<file path="config.mk">
export PLATFORM = sky130hd
export DESIGN_NAME = uart_rx_engine
export DESIGN_NICKNAME = d
export VERILOG_FILES = /design/src/rtl/uart_rx_engine.sv
export SDC_FILE = /design/constraint.sdc
export NUM_CORES = 1
export LEC_CHECK = 0
export ABC_AREA = 1
export CORE_MARGIN = 2
export CORE_UTILIZATION = 40
export DETAILED_ROUTE_END_ITERATION = 6
export SLEW_MARGIN = 20
export SYNTH_ARGS = -nofsm -noshare
export SYNTH_HDL_FRONTEND = slang
export SYNTH_SLANG_ARGS = --single-unit
</file>
<file path="constraint.sdc">
create_clock -name clk_i -period 5.2 [get_ports clk_i]
set_input_delay 1.3 -clock clk_i [delete_from_list [all_inputs] [get_ports clk_i]]
set_output_delay 1.3 -clock clk_i [all_outputs]
set_load 0.05 [all_outputs]
</file>
<file path="src/rtl/uart_rx_engine.sv">
// uart_rx_engine: receive-side UART deserializer feeding the RX FIFO.
// The line is synchronized, a start edge is detected, and each bit is
// sampled in its centre using a down-counting bit-period counter.
// Optional feature macro: UART_RX_PARITY_SUPPORT_EN. When it is defined, the
// PARITY state and parity check are built. When it is undefined, no parity bit
// is sampled and parity_err_o is tied low.
// Handshake: push_o is a one-cycle strobe with data_o valid in the same cycle;
// the FIFO has no ready path, so a full FIFO drops the byte and pulses overflow_o.
// state_o exposes the FSM state for debug and checkers.
module uart_rx_engine #(
    parameter int unsigned DIV_WIDTH = 32
) (
    input  logic                 clk_i,
    input  logic                 arst_ni,
    input  logic                 clk_en_i,
    input  logic                 parity_en_i,
    input  logic                 parity_type_i,
    input  logic                 stop_bits_i,
    input  logic [DIV_WIDTH-1:0] clk_div_i,
    input  logic                 rx_i,
    input  logic                 fifo_full_i,
    output logic                 push_o,
    output logic [7:0]           data_o,
    output logic                 parity_err_o,
    output logic                 frame_err_o,
    output logic                 overflow_o,
    output logic                 busy_o,
    output logic [2:0]           state_o
);

    typedef enum logic [2:0] {
        ST_IDLE   = 3'd0,
        ST_START  = 3'd1,
        ST_DATA   = 3'd2,
        ST_PARITY = 3'd3,
        ST_STOP1  = 3'd4,
        ST_STOP2  = 3'd5,
        ST_DONE   = 3'd6
    } state_t;

    localparam logic [DIV_WIDTH-1:0] DIV_ONE = DIV_WIDTH'(1);
    localparam logic [DIV_WIDTH-1:0] DIV_MIN = DIV_WIDTH'(2);

    state_t               state_q;
    state_t               state_d;
    logic                 sync1_q;
    logic                 rx_s;
    logic                 rx_prev_q;
    logic                 fall;
    logic                 tick;
    logic                 last_bit;
    logic [DIV_WIDTH-1:0] div_eff;
    logic [DIV_WIDTH-1:0] div_q;
    logic [DIV_WIDTH-1:0] cnt_q;
    logic [2:0]           bit_cnt_q;
    logic [7:0]           shift_q;
    logic                 stop2_q;
    logic                 ferr_q;
`ifdef UART_RX_PARITY_SUPPORT_EN
    logic                 par_en_q;
    logic                 par_type_q;
    logic                 perr_q;
`else
    // Parity configuration has no effect in this build.
    logic                 unused_parity_cfg;
    assign unused_parity_cfg = parity_en_i ^ parity_type_i;
`endif

    // A falling edge needs a high sample first, so a held-low line never restarts.
    assign fall     = rx_prev_q & ~rx_s;
    assign tick     = (cnt_q == '0);
    assign last_bit = (bit_cnt_q == 3'd7);
    // Divisors below 2 are clamped so that half is never zero.
    assign div_eff  = (clk_div_i < DIV_MIN) ? DIV_MIN : clk_div_i;
    assign data_o   = shift_q;
    assign state_o  = state_q;

    // Two-flop line synchronizer plus the previous-sample flop for edge detection.
    always_ff @(posedge clk_i or negedge arst_ni) begin
        if (!arst_ni) begin
            sync1_q   <= 1'b1;
            rx_s      <= 1'b1;
            rx_prev_q <= 1'b1;
        end else begin
            sync1_q   <= rx_i;
            rx_s      <= sync1_q;
            rx_prev_q <= rx_s;
        end
    end

    // FSM state register.
    always_ff @(posedge clk_i or negedge arst_ni) begin
        if (!arst_ni) begin
            state_q <= ST_IDLE;
        end else begin
            state_q <= state_d;
        end
    end

    // Next-state logic; clk_en_i low forces IDLE from any state.
    always_comb begin
        state_d = state_q;
        if (!clk_en_i) begin
            state_d = ST_IDLE;
        end else begin
            case (state_q)
                ST_IDLE:  if (fall) state_d = ST_START;
                ST_START: if (tick) state_d = rx_s ? ST_IDLE : ST_DATA;
                ST_DATA: begin
                    if (tick && last_bit) begin
`ifdef UART_RX_PARITY_SUPPORT_EN
                        state_d = par_en_q ? ST_PARITY : ST_STOP1;
`else
                        state_d = ST_STOP1;
`endif
                    end
                end
`ifdef UART_RX_PARITY_SUPPORT_EN
                ST_PARITY: if (tick) state_d = ST_STOP1;
`endif
                ST_STOP1: if (tick) state_d = stop2_q ? ST_STOP2 : ST_DONE;
                ST_STOP2: if (tick) state_d = ST_DONE;
                ST_DONE:  state_d = ST_IDLE;
                default:  state_d = ST_IDLE;
            endcase
        end
    end

    // Bit-period counter, frame configuration latch, data shift and error flags.
    always_ff @(posedge clk_i or negedge arst_ni) begin
        if (!arst_ni) begin
            div_q      <= DIV_MIN;
            cnt_q      <= '0;
            bit_cnt_q  <= 3'd0;
            shift_q    <= 8'h00;
            stop2_q    <= 1'b0;
            ferr_q     <= 1'b0;
`ifdef UART_RX_PARITY_SUPPORT_EN
            par_en_q   <= 1'b0;
            par_type_q <= 1'b0;
            perr_q     <= 1'b0;
`endif
        end else if (!clk_en_i) begin
            cnt_q     <= '0;
            bit_cnt_q <= 3'd0;
        end else begin
            case (state_q)
                ST_IDLE: begin
                    cnt_q <= '0;
                    if (fall) begin
                        // First sample lands half a bit after the edge.
                        div_q      <= div_eff;
                        cnt_q      <= (div_eff >> 1) - DIV_ONE;
                        stop2_q    <= stop_bits_i;
                        ferr_q     <= 1'b0;
                        bit_cnt_q  <= 3'd0;
`ifdef UART_RX_PARITY_SUPPORT_EN
                        par_en_q   <= parity_en_i;
                        par_type_q <= parity_type_i;
                        perr_q     <= 1'b0;
`endif
                    end
                end
                ST_DONE: begin
                    cnt_q <= '0;
                end
                default: begin
                    if (tick) begin
                        cnt_q <= div_q - DIV_ONE;
                        case (state_q)
                            ST_DATA: begin
                                shift_q   <= {rx_s, shift_q[7:1]};
                                bit_cnt_q <= bit_cnt_q + 3'd1;
                            end
`ifdef UART_RX_PARITY_SUPPORT_EN
                            ST_PARITY: perr_q <= ((^shift_q) ^ rx_s) != par_type_q;
`endif
                            ST_STOP1, ST_STOP2: if (!rx_s) ferr_q <= 1'b1;
                            default: ;
                        endcase
                    end else begin
                        cnt_q <= cnt_q - DIV_ONE;
                    end
                end
            endcase
        end
    end

    // Outputs: busy while not idle, result strobes only in an enabled DONE cycle.
    always_comb begin
        push_o       = 1'b0;
        overflow_o   = 1'b0;
        frame_err_o  = 1'b0;
        parity_err_o = 1'b0;
        busy_o       = (state_q != ST_IDLE);
        if (state_q == ST_DONE && clk_en_i) begin
            push_o      = ~fifo_full_i;
            overflow_o  = fifo_full_i;
            frame_err_o = ferr_q;
`ifdef UART_RX_PARITY_SUPPORT_EN
            parity_err_o = perr_q;
`endif
        end
    end

endmodule
</file>
==> flow_summary.rst <==
.. list-table::
   :header-rows: 1

   * - Metric
     - Value
   * - Cell chosen for the clock root
     - sky130_fd_sc_hd__clkbuf_16
   * - Maximum ir drop on the vdd rail
     - 0.191 mV
   * - CTS tree
     - yes
   * - DRT Wirelength
     - 17.6 mm
   * - Count of flip-flops with a built-in enable after synthesis
     - 0
   * - Commonest cells in the synthesized netlist
     - sky130_fd_sc_hd__nand2_1, sky130_fd_sc_hd__nor2_1, sky130_fd_sc_hd__inv_1
   * - Slew at the pin closest to its max-slew limit
     - 0.848 ns
   * - Die area
     - 15200 um^2
   * - Number of distinct library cells after synthesis
     - 48
   * - Type of element launching the critical path
     - input pin
   * - Die span in y
     - 123 um
   * - Period utilization
     - 81.6%
   * - Largest cells by area after synthesis
     - sky130_fd_sc_hd__dfrtp_1, sky130_fd_sc_hd__nand2_1, sky130_fd_sc_hd__nor2_1
   * - Max-Cap Viols
     - 0
   * - Required time reported for the critical path endpoint
     - 3.90 ns
   * - Maximum number of pins on one net before global-route repair
     - 51
   * - Average vias per placed instance
     - 5.11
   * - Fraction of power consumed by the clock network
     - 28.6%
   * - Share of the yosys chip area belonging to registers
     - 36.5%
   * - Terminus of the critical flop-to-flop path
     - cnt_q[31]
   * - Slew Limit Headroom
     - 43.5%
   * - Longest Clk Path Bufs
     - 2
   * - Top-Level Pins
     - 56
   * - Cells resized by post-CTS repair
     - 0
   * - Mean instance size in the synthesized netlist
     - 6.53 um^2
   * - Nets in the synthesized netlist
     - 918
   * - Die boundary width
     - 123 um
   * - Total Routing Usage GR
     - 24.8%
   * - Max Fclk
     - 236 MHz
   * - Flop pwr share
     - 33.4%
   * - Placer congestion estimate
     - 0.916
   * - Post-synth top flop
     - sky130_fd_sc_hd__dfrtp_1
   * - Wire length of the first global-routing pass
     - 28.5 mm
   * - PortBufs
     - 52
   * - Part of the total power dissipated in combinational logic
     - 38.1%
   * - Share of final-layout standard cells stronger than drive strength 1
     - 8.72%
   * - Switching power total
     - 1.05 mW
   * - Standard cell core area
     - 13900 um^2
   * - CTS sink count
     - 83
   * - Async set-or-reset flop fraction in the synthesized netlist
     - 100%
   * - RSZ-0062 raised after global routing
     - false
   * - Warnings, synthesis
     - 0
   * - Cell with the most instances after synthesis
     - sky130_fd_sc_hd__nand2_1
   * - Length of the first detailed-routing pass in iterations
     - 5
   * - Post-CTS setup buffer count
     - 0
   * - Signal arrival time at the worst endpoint
     - 2.94 ns
   * - Cell area after synthesis
     - 5700 um^2
   * - Element type at the critical path end
     - output port
   * - Final TNS setup
     - 0 ns
   * - Source of the worst hold timing path
     - sync1_q
   * - Final setup skew
     - 0.00381 ns
   * - Register-to-register path setup slack
     - 2.16 ns
   * - Leakage
     - 3.42 nW
   * - Min-Delay Path Class
     - reg2reg
   * - GRT overflow
     - 0
   * - Max Fanout on Critical Path
     - 3
   * - Total Power
     - 2.62 mW
   * - Tmin final
     - 4.24 ns
   * - Areal power density over the cells
     - 388 nW/um^2
   * - Fraction of power spent switching nets
     - 39.9%
   * - Number of standard-cell rows in the floorplan
     - 43
   * - Number of antenna diodes
     - 0
   * - Hold depth
     - 0
   * - Antenna violations before repair
     - 0
   * - Initial core utilization
     - 41.1%
   * - Clock slew seen by the registers of the worst setup and hold paths
     - 0.06 ns
   * - Initial DRC count
     - 358
   * - Hold Vio Cnt, Final
     - 0
   * - Number of setup violations in the final report
     - 0
   * - Worst skew pair latency
     - 0.35 ns
   * - Routed via count
     - 5667
   * - Setup Crit Path Kind
     - in2out
   * - Beginning of the worst register-to-register path
     - cnt_q[27]
   * - Remaining antenna violation count
     - 0
   * - Residual DRC count
     - 0
   * - Fraction of synthesized cell area taken by the top area cell type
     - 34.7%
   * - Via count of the first global-routing pass
     - 5513
   * - Count of final max-slew check failures
     - 0
   * - Yosys top cell by area
     - sky130_fd_sc_hd__dfrtp_1
   * - Int Pwr
     - 1.58 mW
   * - WL per Instance
     - 15.8 um
   * - Synthesis-stage register bit count
     - 83
   * - Number of cells produced by synthesis
     - 873
   * - Destination of the worst hold path
     - rx_s
   * - R2R cell count
     - 17
   * - Status
     - finished clean
   * - Count of hold-fix buffers inserted at cts
     - 0
   * - Number of buffers created by CTS
     - 9
   * - Detailed-placement wirelength estimate
     - 13.2 mm
   * - Htree depth
     - 3
   * - Growth of design area from synthesis to finish
     - 18.5%
   * - Hold Worst Slack
     - 0.360 ns
   * - Net total in the final layout
     - 969
## metal layers
layer	part of all wire, %	GRT usage, %	vias up
met2	45	39.0	156
met5	0	0	-
met1	47	34.3	2607
li1	-	-	2877
met3	5.4	3.55	27
met4	2.5	10.2	0
## layout make-up
type	instances	area [um^2]
fill	1467	7130
sequential	83	2080
tap	180	225
clock inverter	5	100
multi-input combinational	659	3100
timing repair buffer	61	586
clock buffer	11	243
inverter	110	413
## registers in the layout, indices dropped and copies added (netlist names)
name and cells:
cnt_q 32, div_q 32, data_o 8, bit_cnt_q 3, state_o 3, ferr_q 1, rx_prev_q 1, rx_s 1
stop2_q 1, sync1_q 1
## worst max path at each step
stage	from	endpoint	slack, ns	depth (start not counted)
final	clk_en_i	frame_err_o	0.96	4
after global routing	clk_div_i[21]	cnt_q[24]	0.83	16
after CTS	clk_en_i	frame_err_o	0.95	4
after detailed placement	clk_div_i[25]	cnt_q[24]	0.70	16
after global placement	clk_div_i[25]	cnt_q[24]	0.70	16
after floorplan	clk_en_i	frame_err_o	1.57	3
## placed cells by master (no fill, tap or decap), types with 9 or more instances in the layout
cell,n
sky130_fd_sc_hd__nor2_2,9
sky130_fd_sc_hd__clkdlybuf4s50_1,51
sky130_fd_sc_hd__o21ai_0,63
sky130_fd_sc_hd__nor2_1,144
sky130_fd_sc_hd__nand2_1,264
sky130_fd_sc_hd__clkbuf_16,9
sky130_fd_sc_hd__a21oi_2,11
sky130_fd_sc_hd__buf_4,10
sky130_fd_sc_hd__a21oi_1,36
sky130_fd_sc_hd__inv_1,104
sky130_fd_sc_hd__dfrtp_1,79
sky130_fd_sc_hd__nand3_1,48
## power by group through the flow
stage | sequential [mW] | combinational [mW] | clock [mW]
2_1_floorplan | 0.867 | 0.706 | 0
3_3_place_gp | 0.881 | 0.984 | 0
3_5_place_dp | 0.886 | 0.991 | 0
4_1_cts | 0.874 | 0.997 | 0.765
5_1_grt | 0.893 | 1.14 | 0.790
6_report | 0.875 | 0.998 | 0.749
## critical path, stage by stage
cell                              delay, ns
sky130_fd_sc_hd__clkdlybuf4s50_1       0.57
sky130_fd_sc_hd__nand2_1               0.13
sky130_fd_sc_hd__nor2_1                0.12
sky130_fd_sc_hd__clkdlybuf4s50_1       0.81
## cell families (layout without fill, tap and decap cells)
family | Yosys count | after routing | synth area share [%]
buffers and inverters | 131 | 187 | 9.20
adder cells (fa/ha/maj) | 5 | 5 | 1.10
flip-flops | 83 | 83 | 36.5
multiplexers | 7 | 7 | 1.38
XOR/XNOR | 5 | 5 | 0.768
AND/OR/NAND/NOR | 504 | 504 | 37.3
other | 1 | 1 | 0.0658
AO/OA/AOI/OAI | 137 | 137 | 13.6
## per-stage QoR
step / util, % / setup slack, ns / std cells / area, um^2
2_1_floorplan: - / 1.57 / 873 / 5700
3_3_place_gp: 46.2 / 0.701 / 1093 / 6410
3_5_place_dp: 46.2 / 0.698 / 1093 / 6410
4_1_cts: 48.6 / 0.947 / 1109 / 6750
5_1_grt: 48.6 / 0.826 / 1109 / 6750
6_report: 48.6 / 0.958 / 1109 / 6750
No activity file was read; power rests on OpenSTA's default activity.
